===== src/rtl/pipelined_cla.sv =====
// Pipelined carry-lookahead adder with optional lower-part-OR approximation.
//
// The BITWIDTH-bit add is split into GROUP-bit lookahead groups; every
// GROUPS_PER_STAGE groups form one pipeline stage, and the carry is registered
// between stages. Each stage carries a valid bit and stalls only when it is
// full and the stage after it is not ready, so bubbles collapse.
//
// Ports:
//   clk        clock
//   rst_n      synchronous active-low reset; clears valids and all data
//   in_valid   operands valid
//   in_ready   block accepts operands this cycle
//   a, b       unsigned operands
//   cin        carry-in (ignored in approximate mode)
//   approx_en  per-operation approximate mode (low APPROX_LSBS bits = a | b)
//   out_valid  sum valid
//   out_ready  downstream accepts sum
//   sum        BITWIDTH+1 result, MSB is carry-out; 0 whenever out_valid is 0
module pipelined_cla #(
  parameter int unsigned BITWIDTH         = 16,
  parameter int unsigned GROUP            = 4,
  parameter int unsigned GROUPS_PER_STAGE = 2,
  parameter int unsigned APPROX_LSBS      = 0
) (
  input  logic                clk,
  input  logic                rst_n,
  input  logic                in_valid,
  output logic                in_ready,
  input  logic [BITWIDTH-1:0] a,
  input  logic [BITWIDTH-1:0] b,
  input  logic                cin,
  input  logic                approx_en,
  output logic                out_valid,
  input  logic                out_ready,
  output logic [BITWIDTH:0]   sum
);

  localparam int unsigned NGROUPS = BITWIDTH / GROUP;
  localparam int unsigned STAGES  = (NGROUPS + GROUPS_PER_STAGE - 1) / GROUPS_PER_STAGE;

  if (BITWIDTH % GROUP != 0) begin : g_bad_width
    $error("BITWIDTH must be a multiple of GROUP");
  end
  if (APPROX_LSBS >= BITWIDTH) begin : g_bad_approx
    $error("APPROX_LSBS must be below BITWIDTH");
  end

  // Per-stage state
  logic [STAGES-1:0]   valid_q, valid_d;
  logic [STAGES-1:0]   approx_q, approx_d;
  logic [STAGES-1:0]   carry_q, carry_d;
  logic [BITWIDTH-1:0] a_q    [STAGES];
  logic [BITWIDTH-1:0] a_d    [STAGES];
  logic [BITWIDTH-1:0] b_q    [STAGES];
  logic [BITWIDTH-1:0] b_d    [STAGES];
  logic [BITWIDTH-1:0] psum_q [STAGES];
  logic [BITWIDTH-1:0] psum_d [STAGES];

  // Stage inputs: index 0 is the port side, index k is the output of stage k-1
  logic [STAGES-1:0]   st_v, st_x, st_c;
  logic [BITWIDTH-1:0] st_a [STAGES];
  logic [BITWIDTH-1:0] st_b [STAGES];
  logic [BITWIDTH-1:0] st_s [STAGES];

  assign st_v[0] = in_valid;
  assign st_x[0] = approx_en;
  assign st_c[0] = cin;
  assign st_a[0] = a;
  assign st_b[0] = b;
  assign st_s[0] = '0;

  for (genvar k = 1; k < STAGES; k++) begin : g_link
    assign st_v[k] = valid_q[k-1];
    assign st_x[k] = approx_q[k-1];
    assign st_c[k] = carry_q[k-1];
    assign st_a[k] = a_q[k-1];
    assign st_b[k] = b_q[k-1];
    assign st_s[k] = psum_q[k-1];
  end

  // ready[k]: stage k may load this cycle; ready[STAGES] is the downstream.
  logic [STAGES:0] ready;

  always_comb begin
    ready[STAGES] = out_ready;
    for (int k = int'(STAGES) - 1; k >= 0; k--) begin
      ready[k] = !valid_q[k] || ready[k+1];
    end
  end

  // Stage arithmetic
  logic [BITWIDTH-1:0] s;
  logic                c;
  logic [GROUP-1:0]    g, p, xb;
  logic [GROUP:0]      cc;
  logic                t, term;
  int unsigned         bit_idx;

  always_comb begin
    s       = '0;
    c       = 1'b0;
    g       = '0;
    p       = '0;
    xb      = '0;
    cc      = '0;
    t       = 1'b0;
    term    = 1'b0;
    bit_idx = 0;
    for (int unsigned k = 0; k < STAGES; k++) begin
      s = st_s[k];
      c = st_c[k];
      for (int unsigned gi = 0; gi < NGROUPS; gi++) begin
        if (gi / GROUPS_PER_STAGE == k) begin
          // Approximate bits kill propagate so cin cannot leak past them;
          // only the top approximate bit generates (a & b) into bit APPROX_LSBS.
          for (int unsigned j = 0; j < GROUP; j++) begin
            bit_idx = gi * GROUP + j;
            xb[j]   = st_x[k] && (bit_idx < APPROX_LSBS);
            if (xb[j]) begin
              g[j] = (bit_idx == APPROX_LSBS - 1) && st_a[k][bit_idx] && st_b[k][bit_idx];
              p[j] = 1'b0;
            end else begin
              g[j] = st_a[k][bit_idx] & st_b[k][bit_idx];
              p[j] = st_a[k][bit_idx] ^ st_b[k][bit_idx];
            end
          end
          // Flat lookahead: cc[j] = c*P[j-1:0] | sum over m of g[m]*P[j-1:m+1]
          cc[0] = c;
          for (int unsigned j = 1; j <= GROUP; j++) begin
            t = c;
            for (int unsigned m = 0; m < j; m++) begin
              t = t & p[m];
            end
            for (int unsigned m = 0; m < j; m++) begin
              term = g[m];
              for (int unsigned n = m + 1; n < j; n++) begin
                term = term & p[n];
              end
              t = t | term;
            end
            cc[j] = t;
          end
          for (int unsigned j = 0; j < GROUP; j++) begin
            bit_idx = gi * GROUP + j;
            if (xb[j]) begin
              s[bit_idx] = st_a[k][bit_idx] | st_b[k][bit_idx];
            end else begin
              s[bit_idx] = p[j] ^ cc[j];
            end
          end
          c = cc[GROUP];
        end
      end

      // Next state: hold on stall, clear on bubble so idle data reads as zero
      valid_d[k]  = valid_q[k];
      approx_d[k] = approx_q[k];
      carry_d[k]  = carry_q[k];
      a_d[k]      = a_q[k];
      b_d[k]      = b_q[k];
      psum_d[k]   = psum_q[k];
      if (ready[k]) begin
        valid_d[k] = st_v[k];
        if (st_v[k]) begin
          approx_d[k] = st_x[k];
          carry_d[k]  = c;
          a_d[k]      = st_a[k];
          b_d[k]      = st_b[k];
          psum_d[k]   = s;
        end else begin
          approx_d[k] = 1'b0;
          carry_d[k]  = 1'b0;
          a_d[k]      = '0;
          b_d[k]      = '0;
          psum_d[k]   = '0;
        end
      end
    end
  end

  always_ff @(posedge clk) begin
    if (!rst_n) begin
      valid_q  <= '0;
      approx_q <= '0;
      carry_q  <= '0;
      for (int unsigned k = 0; k < STAGES; k++) begin
        a_q[k]    <= '0;
        b_q[k]    <= '0;
        psum_q[k] <= '0;
      end
    end else begin
      valid_q  <= valid_d;
      approx_q <= approx_d;
      carry_q  <= carry_d;
      for (int unsigned k = 0; k < STAGES; k++) begin
        a_q[k]    <= a_d[k];
        b_q[k]    <= b_d[k];
        psum_q[k] <= psum_d[k];
      end
    end
  end

  assign in_ready  = ready[0];
  assign out_valid = valid_q[STAGES-1];
  assign sum       = {carry_q[STAGES-1], psum_q[STAGES-1]};

  // Operands and mode of the last stage have no consumer
  logic unused_last;
  assign unused_last = ^{a_q[STAGES-1], b_q[STAGES-1], approx_q[STAGES-1]};

endmodule


===== config.mk =====
export PLATFORM = sky130hd
export DESIGN_NAME = pipelined_cla
export DESIGN_NICKNAME = d
export VERILOG_FILES = /design/src/rtl/pipelined_cla.sv
export SDC_FILE = /design/constraint.sdc
export NUM_CORES = 1
export LEC_CHECK = 0
export ABC_AREA = 1
export CAP_MARGIN = 25
export CORE_ASPECT_RATIO = 1.75
export CORE_UTILIZATION = 50
export CTS_CLUSTER_SIZE = 20
export DETAILED_ROUTE_END_ITERATION = 10
export PLACE_DENSITY = 0.87
export SYNTH_ARGS = -nofsm -noshare
export SYNTH_HDL_FRONTEND = slang
export SYNTH_SLANG_ARGS = --single-unit

===== constraint.sdc =====
create_clock -name clk -period 3.1 [get_ports clk]
set_input_delay 0.775 -clock clk [delete_from_list [all_inputs] [get_ports clk]]
set_output_delay 0.775 -clock clk [all_outputs]
set_load 0.01 [all_outputs]

==> results by group <==
Synth
  – Mean Syn Cell Area: between 8 and 9 um^2
  – Yosys top cell area share: 0.235
  – Post-synthesis cell count: 270
  – Register bit total from synthesis: 44
  – Synthesized Nets: around 330
  – Distinct cells, synth: 25
  – Ys async rst share: 0
  – Number of synthesized flops with an enable pin: 16
  – Sequential area share after synthesis: 0.437
  – Synth area leader: dfxtp_1
  – Top cells by area, synth: dfxtp_1 24%, edfxtp_1 20%, ha_1 11%
  – Most used DFF post-synth: dfxtp_1
  – Yosys synthesis warning count: 0
  – Synth Cell Area: 2380 um^2

Floorplanning
  – Core Area: between 4000 and 5000 um^2
  – Die ar.: ~5100 um^2
  – I/O pin count: 57
  – Starting Density: 0.531
  – Die H: 93.3 um
  – Rows: 32
  – Chip width: ~54 um

Worst setup path
  – Critical Path Start Type: primary input
  – Crit-path slowest cell: clkdlybuf4s50_1
  – WP data arrival: around 2.9 ns
  – CP peak stage delay: 0.43 ns
  – Worst Setup End Kind: flip-flop
  – Cells along the critical path: clkdlybuf4s50_1 > ha_1 > ha_1 > nand2_1 > nand3b_1 > nand2_1 > nand2_1 > nand2_1 > nand2_1 > ha_1 > nand2_1 > nand3b_1 > nand2_1 > nand2_1 > nand2_1 > nand2_1 > nand2_1 > o21ai_1
  – Most Frequent Cell on Critical Path: nand2_1
  – Crit path max fanout: 2
  – Reg2reg path depth: 12
  – WS Path Type: primary input to flip-flop
  – Worst path required time: 3.27 ns

Layout
  – Fill cells: about 380
  – Multi-input logic area: roughly 990 um^2
  – Final Net Count: between 300 and 400
  – ANT cells: 0
  – Fin area: just under 3000 um^2
  – P&R area growth vs syn: 23.4%
  – Share of layout cells above drive strength 1: 0.0772
  – Most common cell after layout, fill and taps aside: nand2_1
  – Most frequent cells in the layout: 60 x nand2_1, 55 x clkdlybuf4s50_1, 41 x inv_1
  – Sequential Area: 1040 um^2

Global routing
  – GRT Overall Usage: 0.182
  – First-pass GRT wire length: 6650 um
  – Pin count of the biggest net entering global routing: 27
  – Vias in the first global route: 1668
  – Grt ovf: 0
  – Initial antenna violation count: 0

Route
  – Initial DRC count: 28
  – Drt total wl: between 3000 and 4000 um
  – Vias: ~1700
  – Drt wl/cell: between 10 and 15 um
  – Initial DRT Pass Iterations: 4
  – DRC viols: 0
  – DRT antenna net count: 0
  – Vias/cell: around 4.8

Clocking
  – CTS resizes: 0
  – CTS tree: yes
  – CTS clk-pin slew, worst paths: around 0.08 ns
  – CTS Buffer Depth: 2
  – Clk sink count: 44
  – H-tree depth: 2
  – Clock latency on the worst-skew pair: about 0.30 ns
  – CTS Buf Count: 5
  – Hold_buf cts: 0
  – Post-CTS Setup Repair Bufs: 0
  – Clock root buffer: clkbuf_8

Power and ir drop
  – Max IR drop VDD: ~0.3 mV
  – Leak Pwr: roughly 1.3 nW
  – Pwr dens: between 400 and 500 nW/um^2

Run
  – Max-cap violations: 0

Hold path
  – Hold WC Path Type: flip-flop to flip-flop
  – Worst hold stages: 2

Placement
  – I/O Buffers: 55
  – Area post-placement: 2830 um^2
  – Final Wtd Congestion: 0.815
  – Dpl hpwl: 3100 um

Timing
  – Setup TNS: 0 ns
  – Period Utilization, post-route: 0.891
  – Hold Violations, Final: 0
  – Finish-stage setup viols: 0
  – FMAX: between 300 and 400 MHz
  – RSZ-0062 raised after global routing: no
  – Worst slew pin tran: 0.654 ns
  – Slew Viols, Final: 0
  – Skew final: 0.00729 ns
  – Rel. slew slack: 0.563
  – Tmin final: between 2 and 3 ns

Run status
  – Outcome: finished, final reports clean
## layer usage
layer | vias to the layer above | routed length [um] | track usage
met1 | 763 | 1500 | 0.184
met5 | - | 0 | 0
met4 | 0 | 121 | 0.103
met2 | 45 | 2170 | 0.328
li1 | 906 | - | -
met3 | 9 | 136 | 0.0293
## registers in the layout, summed over array words and instances, names as in the netlist
register  cells
a_q           8
b_q           8
carry_q       2
psum_q       24
valid_q       2
## Yosys cell counts, types with 2 or more instances
library cell	count
a21oi_1	18
buf_4	19
buf_6	2
dfxtp_1	28
edfxtp_1	16
fa_1	4
ha_1	20
inv_1	41
inv_2	4
nand2_1	60
nand2_2	2
nand3_1	6
nand3b_1	4
nor2_1	23
nor2_4	2
o21ai_1	4
o22ai_2	7
xnor2_1	2
xor2_1	2
## power breakdown
part	total, W	internal [W]	switching (W)
logic	0.000183	0.0000971	0.0000863
registers	0.000633	0.000621	0.0000120
clock network	0.000426	0.000239	0.000187
total	0.00124	0.000957	0.000286
## cell type report
cell class                 count  share of cell area
sequential                    44               0.354
multi-input combinational    157               0.339
timing repair buffer          56               0.190
inverter                      46              0.0588
clock buffer                   6              0.0247
tap                           51              0.0217
clock inverter                 2              0.0119
## final timing paths
kind                              from                    endpoint  slack, ns
max reg2reg    a_q[0][8]$_SDFFCE_PN0P_  psum_q[0][29]$_SDFFE_PN0N_       0.83
max                               a[0]     carry_q[0]$_SDFFE_PN0P_       0.34
min reg2reg  psum_q[0][7]$_SDFFE_PN0P_  psum_q[0][23]$_SDFFE_PN0N_       0.46
min          psum_q[0][7]$_SDFFE_PN0P_  psum_q[0][23]$_SDFFE_PN0N_       0.46
## per-stage QoR
step	util	hold slack, ns	power (W)	worst slack, ns	instances
after floorplan	-	0.434	0.000757	0.697	270
after global placement	0.631	0.446	0.000823	0.129	354
after detailed placement	0.631	0.450	0.000832	0.0152	354
after CTS	0.655	0.465	0.00126	0.325	362
after global routing	0.655	0.491	0.00130	0.127	362
final	0.655	0.464	0.00124	0.338	362
## critical path, delay by kind of cell
| kind | cells | cell delay, ns |
|---|---|---|
| compound gates | 1 | 0.06 |
| fa+ha+maj | 3 | 0.69 |
| buf+inv | 1 | 0.43 |
| simple gates | 13 | 0.99 |
## cell families (layout without fill, tap and decap cells)
logic type / after synthesis / count (layout) / synth area share
simple gates: 99 / 99 / 0.178
compound gates: 30 / 30 / 0.0867
flops: 44 / 44 / 0.437
buf+inv: 69 / 110 / 0.145
xor+xnor: 4 / 4 / 0.0147
fa+ha+maj: 24 / 24 / 0.139
(Power assumes the default switching activity.)
